File: src/rtl/bus_sequencer.sv
// -----------------------------------------------------------------------------
// bus_sequencer
//   Bus initiator for simulation benches. Replays a fixed list of memory-bus
//   writes and read-compares packed into the seq_content parameter, standing in
//   for a CPU so a memory-mapped target can be exercised without a program ROM.
//
//   Entry i occupies seq_content[(i+1)*E-1 : i*E], E = 1+addr_size+word_size,
//   laid out as {op, addr, data}; op=1 is a write, op=0 a read-compare.
//   A write entry owns the bus for one cycle, a read entry for two: the address
//   cycle, then a wait cycle at whose end data_in is compared against data.
//
// Ports
//   clk         in   rising-edge clock
//   reset       in   synchronous, active-high
//   start       in   begin/restart the sequence (honoured only in IDLE/DONE)
//   data_in     in   read data, valid the cycle after addr is presented
//   addr        out  bus address (registered)
//   data_out    out  write data (registered, 0 during reads)
//   write_en    out  one-cycle write strobe per write entry
//   busy        out  sequence in progress
//   done        out  sequence finished, held until restart/reset
//   content_ok  out  cleared by the first read-compare mismatch (sticky)
//   err_index   out  index of the first mismatching entry
// -----------------------------------------------------------------------------
module bus_sequencer #(
   parameter int addr_size = 8,
   parameter int word_size = 8,
   parameter int seq_len   = 4,
   parameter logic [seq_len*(1+addr_size+word_size)-1:0] seq_content = '0
) (
   input  logic                 clk,
   input  logic                 reset,
   input  logic                 start,
   input  logic [word_size-1:0] data_in,
   output logic [addr_size-1:0] addr,
   output logic [word_size-1:0] data_out,
   output logic                 write_en,
   output logic                 busy,
   output logic                 done,
   output logic                 content_ok,
   output logic [((seq_len > 1) ? $clog2(seq_len) : 1)-1:0] err_index
);

   localparam int entry_w = 1 + addr_size + word_size;
   localparam int idx_w   = (seq_len > 1) ? $clog2(seq_len) : 1;
   localparam logic [idx_w-1:0] last_idx = idx_w'(seq_len - 1);

   typedef enum logic [1:0] {IDLE, ISSUE, WAIT, DONE} state_t;

   state_t               state, state_n;
   logic [idx_w-1:0]     idx, idx_n, load_idx;
   logic [addr_size-1:0] addr_n;
   logic [word_size-1:0] data_out_n;
   logic                 write_en_n, busy_n, done_n, content_ok_n;
   logic [idx_w-1:0]     err_index_n;
   logic [entry_w-1:0]   load_entry;
   logic                 load, advance;

   // Fields of the entry currently on the bus.
   logic                 cur_op;
   logic [word_size-1:0] cur_data;

   assign cur_op   = seq_content[int'(idx)*entry_w + entry_w - 1];
   assign cur_data = seq_content[int'(idx)*entry_w +: word_size];

   always_comb begin
      // NOTE: every variable gets a default first so no path through this block
      // leaves one unassigned, which would infer a latch.
      state_n      = state;
      idx_n        = idx;
      addr_n       = addr;
      data_out_n   = data_out;
      write_en_n   = 1'b0;
      busy_n       = busy;
      done_n       = done;
      content_ok_n = content_ok;
      err_index_n  = err_index;
      load         = 1'b0;
      advance      = 1'b0;
      load_idx     = '0;
      load_entry   = '0;

      unique case (state)
         IDLE, DONE: begin
            if (start) begin
               load         = 1'b1;
               load_idx     = '0;
               busy_n       = 1'b1;
               done_n       = 1'b0;
               content_ok_n = 1'b1;
               err_index_n  = '0;
            end
         end
         ISSUE: begin
            if (cur_op) advance = 1'b1;
            else        state_n = WAIT;
         end
         WAIT: begin
            // Only the first mismatch is recorded; later ones leave err_index alone.
            if (data_in != cur_data && content_ok) begin
               content_ok_n = 1'b0;
               err_index_n  = idx;
            end
            advance = 1'b1;
         end
         default: state_n = IDLE;
      endcase

      // Leaving an entry: either finish or present the next one, never wrap.
      if (advance) begin
         if (idx == last_idx) begin
            state_n = DONE;
            busy_n  = 1'b0;
            done_n  = 1'b1;
         end else begin
            load     = 1'b1;
            load_idx = idx + 1'b1;
         end
      end

      // Outputs are registered, so the entry is loaded on the edge entering ISSUE
      // and is visible on the bus for the whole ISSUE cycle.
      if (load) begin
         load_entry = seq_content[int'(load_idx)*entry_w +: entry_w];
         state_n    = ISSUE;
         idx_n      = load_idx;
         addr_n     = load_entry[entry_w-2 -: addr_size];
         write_en_n = load_entry[entry_w-1];
         data_out_n = load_entry[entry_w-1] ? load_entry[word_size-1:0] : '0;
      end
   end

   // NOTE: non-blocking assignments make every register sample the pre-edge
   // values, so register-to-register order inside this block does not matter.
   always_ff @(posedge clk) begin
      if (reset) begin
         state      <= IDLE;
         idx        <= '0;
         addr       <= '0;
         data_out   <= '0;
         write_en   <= 1'b0;
         busy       <= 1'b0;
         done       <= 1'b0;
         content_ok <= 1'b1;
         err_index  <= '0;
      end else begin
         state      <= state_n;
         idx        <= idx_n;
         addr       <= addr_n;
         data_out   <= data_out_n;
         write_en   <= write_en_n;
         busy       <= busy_n;
         done       <= done_n;
         content_ok <= content_ok_n;
         err_index  <= err_index_n;
      end
   end

endmodule

File: config.mk
export PLATFORM = sky130hd
export DESIGN_NAME = bus_sequencer
export DESIGN_NICKNAME = d
export VERILOG_FILES = /design/src/rtl/bus_sequencer.sv
export SDC_FILE = /design/constraint.sdc
export NUM_CORES = 1
export LEC_CHECK = 0
export BUFFER_PORTS_ARGS = -buffer_cell sky130_fd_sc_hd__buf_2
export CAP_MARGIN = 40
export CORE_MARGIN = 4
export CORE_UTILIZATION = 42
export DETAILED_ROUTE_END_ITERATION = 10
export HOLD_SLACK_MARGIN = 0.02
export PLACE_DENSITY = 0.76
export SKIP_CTS_REPAIR_TIMING = 1
export SYNTH_ARGS = -nofsm -noshare
export SYNTH_HDL_FRONTEND = slang
export SYNTH_SLANG_ARGS = --single-unit
File: constraint.sdc
create_clock -name clk -period 1.9 [get_ports clk]
set_input_delay 0.19 -clock clk [delete_from_list [all_inputs] [get_ports clk]]
set_output_delay 0.19 -clock clk [all_outputs]
set_load 0.03 [all_outputs]
; ---- After elaboration in Yosys (flattened, before gate mapping)
; Memory sizes are Yosys's and may differ from the RTL's.
; Cells that the tools add are included.
[word_totals]
n_memories = 1
register_bits = 26
elab_cells = 64
in_bits = 11
output_inout_bits = 22
romBits = 128
[memory_table]
columns = name, words, width, read_ports, rd_ports_with_merged_regs, wr, line
row1 = (name not given), 128, 1, 1, 0, 0, 63  ; assign cur_op = seq_content[int'(idx)*entry_w + entry_w - 1];
[op_classes]
n_lt_le_gt_ge = 1
n_addsub = 3
eq_ne = 7
n_shift = 2
n_reduce_logical = 7
n_bitwise = 1
mul = 2
mux = 30
[op_table]
columns = cell, n
row1 = $shiftx 68x8->17 const A, 1
row2 = $shiftx 68x8->8 const A, 1
row3 = $add 32x6->32 const B, 1
row4 = $lt 32x9->1 const B, 1
row5 = $sub 32x2->32 const B, 1
row6 = $mux 1, 18
row7 = $mux 2, 8
row8 = $mul 2x5->7 const B, 2
row9 = $mux 8, 1
row10 = $ne 8x8->1, 1
row11 = $eq 2x2->1 const B, 3
row12 = $reduce_or 2->1, 3
row13 = $ne 2x2->1 const B, 2
row14 = $pmux 1 s2, 2
row15 = $pmux 2 s2, 1
row16 = $reduce_and 3->1, 1
row17 = $add 2x1->2 const B, 1
row18 = $eq 2x1->1 const B, 1
row19 = $logic_not 2->1, 1
row20 = $reduce_bool 2->1, 1
row21 = $logic_and 1x1->1, 1
row22 = $not 1->1, 1

; ---- Logic depth before layout (Yosys ltp)
; Gate-level depths: netlist of the first run.
[depth]
word_depth = 12
ltp_mapped = 6
depth_no_buf = 5

; ---- Worst setup path before layout of the first run
; No wires, ideal clock.
[synth_path]
path_type = input -> register
from = in data_in[5]
to = reg err_index[1] (netlist bit)
path_buffers = 0
t_required_ns = 1.821
t_arrival_ns = 1.285
cell_stages = 3
setup_slack_ns = 0.536
setup_time_ns = 0.079
path_cell_list = or4_4 > or4b_1 > o211ai_1
[synth_between]
elab_chain_len = 4
[synth_lines]
columns = item, line
row1 = "start, declared", 34  ; input logic [word_size-1:0] data_in,
row2 = $ne 8x8->1, 100  ; if (data_in != cur_data && content_ok) begin
row3 = $logic_and 1x1->1, 100
row4 = $ne 2x2->1 (no source line), n/a
row5 = $reduce_and 3->1 (no source line), n/a
row6 = "end signal, assigned", 155  ; err_index <= err_index_n;
row7 = "end, declared", 41  ; output logic [((seq_len > 1) ? $clog2(seq_len) : 1)-1:0] err_index
; Every way passes these cells.
; A chain may end at the register's enable or synchronous reset.

; ---- Worst setup path in the final report of the first run
[layout_path]
from = reg state[0]
to = reg err_index[1] (netlist bit)
[layout_between]
elab_chain_len = 4
elab_cells_between_ends = 9
cone_classes = eq/ne: 4 / mux: 1 / reduce/logical: 4
[layout_lines]
columns = item, line
row1 = "start, declared", 50  ; state_t state, state_n;
row2 = "start signal, assigned", 147  ; state <= state_n;
row3 = $eq 2x2->1 or $logic_not 2->1 (tied branches), 83  ; unique case (state)
row4 = $reduce_or 2->1, 83
row5 = $ne 2x2->1 (no source line) or $reduce_bool 2->1 (tied branches), n/a
row6 = $reduce_and 3->1 (no source line), n/a
; Several ways; a longest one is shown, not always the timed one.

==> results of run 1 <==
==> cell usage after synthesis, drive strengths merged, types with 2 or more instances <==
| cell | instances |
|---|---|
| nand2 | 4 |
| nand2b | 2 |
| o211ai | 2 |
| a21oi | 3 |
| nor2b | 3 |
| nand3 | 2 |
| dfxtp | 9 |
| clkbuf | 3 |
| buf | 17 |
| inv | 5 |
| nor2 | 4 |
| o21ai | 2 |
| ha | 4 |
| or4 | 2 |
==> worst max-delay path: stages (launching register included) <==
cell and delay, ns:
dfxtp_1 0.31, inv_1 0.08, ha_1 0.40, inv_1 0.06
or4b_1 0.52, o211ai_1 0.09
==> per-stage QoR <==
stage          cell area, µm²   util  setup WS, ns  cells  hold WS (ns)
5_1_grt                   652  0.489         0.237    104         0.213
3_5_place_dp              626  0.469         0.390    100         0.464
6_report                  652  0.489         0.369    104         0.218
3_3_place_gp              626  0.469         0.424    100         0.463
2_1_floorplan             671      -         0.536     90         0.439
4_1_cts                   652  0.489         0.366    104         0.210
==> cell families after synthesis <==
family / synth area share
compound gates: 0.160
other cells: 0.00614
simple gates: 0.182
flops: 0.295
buf+inv: 0.258
fa+ha+maj: 0.0820
mux: 0.0164
==> worst max path at each step <==
stage,slack [ns],from,endpoint,cells after the start
floorplan,0.54,data_in[5],err_index[1],3
global placement,0.42,data_in[5],err_index[1],4
detailed placement,0.39,state[0],err_index[1],5
CTS,0.37,state[0],err_index[1],5
global route,0.24,state[0],err_index[1],5
finish,0.37,state[0],err_index[1],5
==> power groups by stage <==
| stage | Clock (mW) | Sequential (mW) | Combinational, mW |
|---|---|---|---|
| after floorplan | 0 | 0.212 | 0.119 |
| final | 0.140 | 0.203 | 0.121 |
| after global routing | 0.167 | 0.204 | 0.133 |
| after global placement | 0 | 0.207 | 0.117 |
| after detailed placement | 0 | 0.208 | 0.120 |
| after CTS | 0.146 | 0.203 | 0.121 |
==> cell type report <==
| type | count | area (µm²) | area share |
|---|---|---|---|
| repair buffers | 15 | 75.1 | 0.115 |
| inverters | 5 | 18.8 | 0.0288 |
| multi-input cells | 56 | 333 | 0.511 |
| well taps | 15 | 18.8 | 0.0288 |
| clock buffers | 4 | 26.3 | 0.0403 |
| flip-flops and latches | 9 | 180 | 0.276 |
==> sequential cells by signal, summed over array words and instances (netlist names) <==
register    flops
err_index       2
content_ok      1
busy            1
state           2
idx             2
done            1
==> layer usage <==
layer / track usage / vias to the layer above / routed length (µm) / part of all wire
met5: 0 / - / 0 / 0
met4: 0.0682 / 0 / 27 / 0.025
met3: 0.0430 / 5 / 106 / 0.097
met2: 0.184 / 24 / 565 / 0.52
met1: 0.124 / 221 / 389 / 0.36
li1: - / 246 / - / -
==> impl_metrics.env, run 1 <==
export IMPL_drt_pass1_iter_count=4
export IMPL_grt_overflow_total=0
export IMPL_synth_top_area_cell="dfxtp_1"
export IMPL_dieArea_um2=2130
export IMPL_root_buffer="clkbuf_4"
export IMPL_holdCritStartpoint="reset"
export IMPL_r2r_end="err_index[1]"
export IMPL_ioPinCount=33
export IMPL_leakage_nw=0.322
export IMPL_fin_crit_ns=1.53
export IMPL_io_buffer_count=15
export IMPL_syn_to_final_growth_pct=6.76
export IMPL_clk_pin_slew_ns=0.06
export IMPL_fmax_ghz=0.653
export IMPL_reg2reg_from="state[0]"
export IMPL_reg2reg_depth=5
export IMPL_place_gp_congestion=0.718
export IMPL_worstSkewPairLatency_ns=0.25
export IMPL_h_tree_depth=1
export IMPL_hold_viol=0
export IMPL_drt_iter0_drc=4
export IMPL_power_mw=0.464
export IMPL_setup_tns_ns=0
export IMPL_hp_class="primary input to register"
export IMPL_grt_pass1_vias=411
export IMPL_fp_dieW_um=46.1
export IMPL_fill_cells=140
export IMPL_clock_sinks=9
export IMPL_grt_use_total=0.114
export IMPL_cts_tree="built"
export IMPL_p_sw_mw=0.155
export IMPL_synth_edf_count=0
export IMPL_status="completed"
export IMPL_cp_start_kind="register"
export IMPL_min_to="idx[1]"
export IMPL_worstSetupPathType="register to register"
export IMPL_min_path_cells=2
export IMPL_synthCells=74
export IMPL_vdd_drop_max_mv=0.533
export IMPL_post_drt_wl_per_cell_um=10.5
export IMPL_slew_violations=0
export IMPL_clockBufferDepth=2
export IMPL_pwr_share_clk=0.302
export IMPL_viasPerCell=4.77
export IMPL_fin_nets=105
export IMPL_intPower_mw=0.309
export IMPL_crit_path_end_kind="register"
export IMPL_synth_area_leaders="dfxtp_1 (30%), buf_4 (21%), ha_1 (8.2%), inv_1 (3.1%), nor2b_1 (3.1%)"
export IMPL_critical_path_arrival_ns=1.71
export IMPL_grt_pass1_wl_mm=1.70
export IMPL_synth_cell_area_um2=611
export IMPL_yosys_cell_types_count=28
export IMPL_mostFrequentLayoutCell="conb_1"
export IMPL_rsz0062_at_grt="no"
export IMPL_cap_violations=0
export IMPL_layout_common_cells="conb_1 (17), buf_2 (15), dfxtp_1 (9)"
export IMPL_ant_nets=0
export IMPL_regToRegSetupSlack_ns=0.37
export IMPL_vias=496
export IMPL_setup_viol=0
export IMPL_cp_data_required_time_ns=2.08
export IMPL_yosysWarnings=0
export IMPL_drc_errors=0
export IMPL_cts_made_buffers=3
export IMPL_initial_core_util=0.458
export IMPL_die_h_um=46.1
export IMPL_seqPwrFrac=0.438
export IMPL_dp_hpwl_um=893
export IMPL_path_max_fanout=12
export IMPL_synth_top_area_share=0.295
export IMPL_syn_avg_cell_area_um2=8.25
export IMPL_powerDensity_nw_per_um2=712
export IMPL_drive_gt1_frac=0.225
export IMPL_ys_seq_elements=9
export IMPL_antennaDiodeCount=0
export IMPL_finalClockSkew_ns=0.00149
export IMPL_wirelength_mm=1.09
export IMPL_antenna_found_initial=0
export IMPL_ys_seq_area_frac=0.295
export IMPL_ys_flop_type="dfxtp_1"
export IMPL_p_sw_frac=0.334
export IMPL_rows=13
export IMPL_fp_coreArea_um2=1330
export IMPL_synthArstFlopShare=0
export IMPL_power_frac_comb=0.261
export IMPL_grt_max_degree=13
export IMPL_fin_crit_sh=0.806
No activity file was read; power rests on OpenSTA's default activity.
==> inputs of run 2 (changes only) <==
--- a/config.mk
+++ b/config.mk
@@ -8,10 +8,10 @@
 export BUFFER_PORTS_ARGS = -buffer_cell sky130_fd_sc_hd__buf_2
 export CAP_MARGIN = 40
 export CORE_MARGIN = 4
-export CORE_UTILIZATION = 42
+export CORE_UTILIZATION = 38
 export DETAILED_ROUTE_END_ITERATION = 10
 export HOLD_SLACK_MARGIN = 0.02
-export PLACE_DENSITY = 0.76
+export PLACE_DENSITY = 0.72
 export SKIP_CTS_REPAIR_TIMING = 1
 export SYNTH_ARGS = -nofsm -noshare
 export SYNTH_HDL_FRONTEND = slang
==> constraint.sdc (replaced) <==
create_clock -name clk -period 1.3 [get_ports clk]
set_input_delay 0.13 -clock clk [delete_from_list [all_inputs] [get_ports clk]]
set_output_delay 0.13 -clock clk [all_outputs]
set_load 0.03 [all_outputs]
==> impl_metrics.env, run 2 (same netlist as run 1, synthesis figures left out) <==
export IMPL_slew_violations=0
export IMPL_fill_cells=155
export IMPL_hp_class="primary input to register"
export IMPL_grt_use_total=0.112
export IMPL_clk_pin_slew_ns=0.07
export IMPL_dp_slack_ns=-0.130
export IMPL_worstSkewPairLatency_ns=0.26
export IMPL_cp_data_required_time_ns=1.49
export IMPL_fin_crit_ns=1.25
export IMPL_grt_pass1_wl_mm=1.77
export IMPL_vdd_drop_max_mv=0.529
export IMPL_io_buffer_count=15
export IMPL_fp_dieW_um=48.1
export IMPL_antenna_found_initial=0
export IMPL_cts_tree="built"
export IMPL_critical_path_arrival_ns=1.44
export IMPL_root_buffer="clkbuf_4"
export IMPL_rows=14
export IMPL_wirelength_mm=1.23
export IMPL_critPathBufInv=2
export IMPL_initial_core_util=0.405
export IMPL_fp_coreArea_um2=1510
export IMPL_drt_iter0_drc=8
export IMPL_setup_viol=0
export IMPL_fin_crit_sh=0.961
export IMPL_dieArea_um2=2310
export IMPL_cp_start_kind="register"
export IMPL_fin_ws_ns=0.0506
export IMPL_h_tree_depth=1
export IMPL_layout_common_cells="conb_1 (17), buf_2 (15), buf_4 (8)"
export IMPL_grt_overflow_total=0
export IMPL_crit_family="simple AND/OR/NAND/NOR gates"
export IMPL_powerDensity_nw_per_um2=976
export IMPL_viasPerCell=4.84
export IMPL_top_regs="err_index (2), idx (2), state (2)"
export IMPL_antennaDiodeCount=0
export IMPL_hold_viol=0
export IMPL_ant_nets=0
export IMPL_status="completed"
export IMPL_regToRegSetupSlack_ns=0.05
export IMPL_worstSetupPathType="register to register"
export IMPL_fin_nets=114
export IMPL_place_gp_congestion=0.681
export IMPL_mostFrequentLayoutCell="conb_1"
export IMPL_syn_to_final_growth_pct=27.9
export IMPL_grt_pass1_vias=423
export IMPL_crit_path_max_incr_delay_ns=0.49
export IMPL_fmax_ghz=0.800
export IMPL_cap_violations=0
export IMPL_critPathSlowestCell="or4b_1"
export IMPL_clock_sinks=9
export IMPL_drive_gt1_frac=0.398
export IMPL_setup_tns_ns=0
export IMPL_path_cells="inv_4, ha_4, inv_2, or4b_1, o211ai_1"
export IMPL_ioPinCount=33
export IMPL_finalClockSkew_ns=0.00292
export IMPL_path_max_fanout=4
export IMPL_grt_max_degree=9
export IMPL_post_drt_wl_per_cell_um=10.8
export IMPL_drt_pass1_iter_count=4
export IMPL_crit_path_end_kind="register"
export IMPL_leakage_nw=0.372
export IMPL_drc_errors=0
export IMPL_cts_made_buffers=3
export IMPL_vias=552
export IMPL_dp_hpwl_um=973
export IMPL_die_h_um=48.1
export IMPL_clockBufferDepth=2
[run 2: cell types whose count changed in the layout (fill, tap and decap cells not counted), moves of 2 or more]
cell / delta
buf_4: +8
ha_4: +2
ha_1: -2
dfxtp_1: -2
inv_1: -2
[run 2: power by group]
group | switching [mW] | internal [mW]
clock network | 0.109 | 0.119
logic | 0.147 | 0.0865
registers | 0.0123 | 0.289
[run 2: layer usage]
| layer | wire length, µm | part of all wire | global-route usage |
|---|---|---|---|
| met5 | 0 | 0 | 0 |
| met4 | 14 | 0.011 | 0.0645 |
| met3 | 151 | 0.12 | 0.0338 |
| met2 | 560 | 0.46 | 0.150 |
| met1 | 498 | 0.41 | 0.156 |
[run 2: final cells by class]
type	instances	area, µm²	area share
tap	16	20.0	0.0256
inverter	5	21.3	0.0272
multi-input combinational	56	382	0.489
sequential	9	185	0.237
clock buffer	4	26.3	0.0337
timing repair buffer	24	146	0.187
[run 2: worst reg2reg max path, cell delays in order (launching register included)]
cell      delay (ns)
dfxtp_2         0.34
inv_4           0.07
ha_4            0.16
inv_2           0.03
or4b_1          0.49
o211ai_1        0.10
[run 2: per-stage QoR]
stage | utilization | hold slack [ns] | cells | total power [mW] | area [µm²]
2_1_floorplan | - | 0.379 | 90 | 0.498 | 697
3_3_place_gp | 0.466 | 0.452 | 109 | 0.506 | 702
3_5_place_dp | 0.466 | 0.459 | 109 | 0.513 | 702
4_1_cts | 0.483 | 0.203 | 113 | 0.736 | 728
5_1_grt | 0.518 | 0.208 | 114 | 0.809 | 781
6_report | 0.518 | 0.200 | 114 | 0.762 | 781
[run 2: final timing paths]
kind / startpoint / endpoint / cells after the start
worst max-delay path: state[0] / err_index[1] / 5
worst min register to register: busy / busy / 2
worst max register to register: state[0] / err_index[1] / 5
worst min-delay path: reset / err_index[1] / 4
==> inputs of run 3 (changes only) <==
--- a/config.mk
+++ b/config.mk
@@ -5,7 +5,7 @@
 export SDC_FILE = /design/constraint.sdc
 export NUM_CORES = 1
 export LEC_CHECK = 0
-export BUFFER_PORTS_ARGS = -buffer_cell sky130_fd_sc_hd__buf_2
+export BUFFER_PORTS_ARGS = -buffer_cell sky130_fd_sc_hd__buf_4
 export CAP_MARGIN = 40
 export CORE_MARGIN = 4
 export CORE_UTILIZATION = 38
==> impl_metrics.env, run 3 (same netlist as run 1, synthesis figures left out) <==
export IMPL_status="completed"
export IMPL_initial_core_util=0.405
export IMPL_finalClockSkew_ns=0.00115
export IMPL_clock_sinks=9
export IMPL_fin_nets=114
export IMPL_crit_path_end_kind="register"
export IMPL_fp_coreArea_um2=1510
export IMPL_timing_hold_ws_ns=0.0972
export IMPL_worstSetupPathType="register to register"
export IMPL_syn_to_final_growth_pct=35.0
export IMPL_layout_common_cells="buf_4 (22), conb_1 (17), dfxtp_1 (7)"
export IMPL_placedInstanceArea_um2=732
export IMPL_fmax_ghz=0.784
export IMPL_wirelength_mm=1.29
export IMPL_grt_use_total=0.116
export IMPL_drt_iter0_drc=6
export IMPL_fin_crit_ns=1.28
export IMPL_powerDensity_nw_per_um2=935
export IMPL_die_h_um=48.1
export IMPL_grt_max_degree=10
export IMPL_ioPinCount=33
export IMPL_vias=533
export IMPL_io_buffer_count=15
export IMPL_cp_start_kind="register"
export IMPL_critical_path_arrival_ns=1.41
export IMPL_hp_class="primary input to register"
export IMPL_rsz0062_at_grt="yes"
export IMPL_grt_overflow_total=0
export IMPL_hold_viol=0
export IMPL_viasPerCell=4.68
export IMPL_dieArea_um2=2310
export IMPL_vdd_drop_max_mv=0.392
export IMPL_ant_nets=0
export IMPL_dp_hpwl_um=997
export IMPL_clk_pin_slew_ns=0.07
export IMPL_top_regs="err_index (2), idx (2), state (2)"
export IMPL_h_tree_depth=1
export IMPL_drive_gt1_frac=0.398
export IMPL_cap_violations=0
export IMPL_drt_pass1_iter_count=4
export IMPL_power_mw=0.771
export IMPL_fp_dieW_um=48.1
export IMPL_grt_pass1_vias=457
export IMPL_fin_area_um2=825
export IMPL_clockBufferDepth=2
export IMPL_antenna_found_initial=0
export IMPL_cts_made_buffers=3
export IMPL_place_gp_congestion=0.751
export IMPL_path_max_fanout=4
export IMPL_grt_pass1_wl_mm=1.82
export IMPL_rows=14
export IMPL_setup_viol=0
export IMPL_leakage_nw=0.380
export IMPL_cts_tree="built"
export IMPL_post_drt_wl_per_cell_um=11.3
export IMPL_cp_data_required_time_ns=1.44
export IMPL_worstSkewPairLatency_ns=0.26
export IMPL_mostFrequentLayoutCell="buf_4"
export IMPL_drc_errors=0
export IMPL_slew_violations=0
export IMPL_root_buffer="clkbuf_4"
export IMPL_fin_crit_sh=0.981
export IMPL_antennaDiodeCount=0
==> run 3: cell counts in the layout (fill, tap and decap cells not counted) <==
No cell type changed its count.
==> run 3: power by group <==
group          switching, mW  total [mW]  leakage [nW]  internal [mW]
clock network          0.106       0.224        0.0150          0.118
registers             0.0127       0.302        0.0743          0.289
logic                  0.146       0.245         0.291         0.0987
total                  0.264       0.771         0.380          0.506
==> run 3: critical path, cell delays in order, from the launching register on <==
cell      delay (ns)
dfxtp_2         0.36
inv_4           0.05
ha_4            0.17
buf_6           0.12
nor2b_4         0.12
o31ai_2         0.23
o211ai_1        0.11
==> run 3: final timing paths <==
path	start	end	slack (ns)	cells past startpoint
worst max-delay path	state[0]	err_index[1]	0.02	6
worst min-delay path	reset	state[0]	0.1	2
worst max register to register	state[0]	err_index[1]	0.02	6
worst min register to register	busy	busy	0.47	2
==> run 3: metrics by stage <==
stage	utilization	cells	setup slack (ns)	setup TNS, ns
5_1_grt	0.547	114	-0.0148	-0.0263
6_report	0.547	114	0.0247	0
2_1_floorplan	-	90	-0.00392	-0.00392
4_1_cts	0.503	112	-0.124	-0.612
3_3_place_gp	0.486	108	-0.120	-0.238
3_5_place_dp	0.486	108	-0.139	-0.526
==> run 3: cell type report <==
type | instances | area, µm²
fillers | 135 | 682
multi-input cells | 56 | 384
repair buffers | 24 | 188
flip-flops and latches | 9 | 185
clock buffers | 4 | 26.3
inverters | 5 | 21.3
well taps | 16 | 20.0
==> run 3: routing by layer <==
| layer | up-vias | track usage | wire [µm] |
|---|---|---|---|
| met5 | - | 0 | 0 |
| met4 | 0 | 0.0645 | 0 |
| met3 | 0 | 0.0376 | 160 |
| met2 | 31 | 0.187 | 634 |
| met1 | 238 | 0.135 | 494 |
| li1 | 264 | - | - |
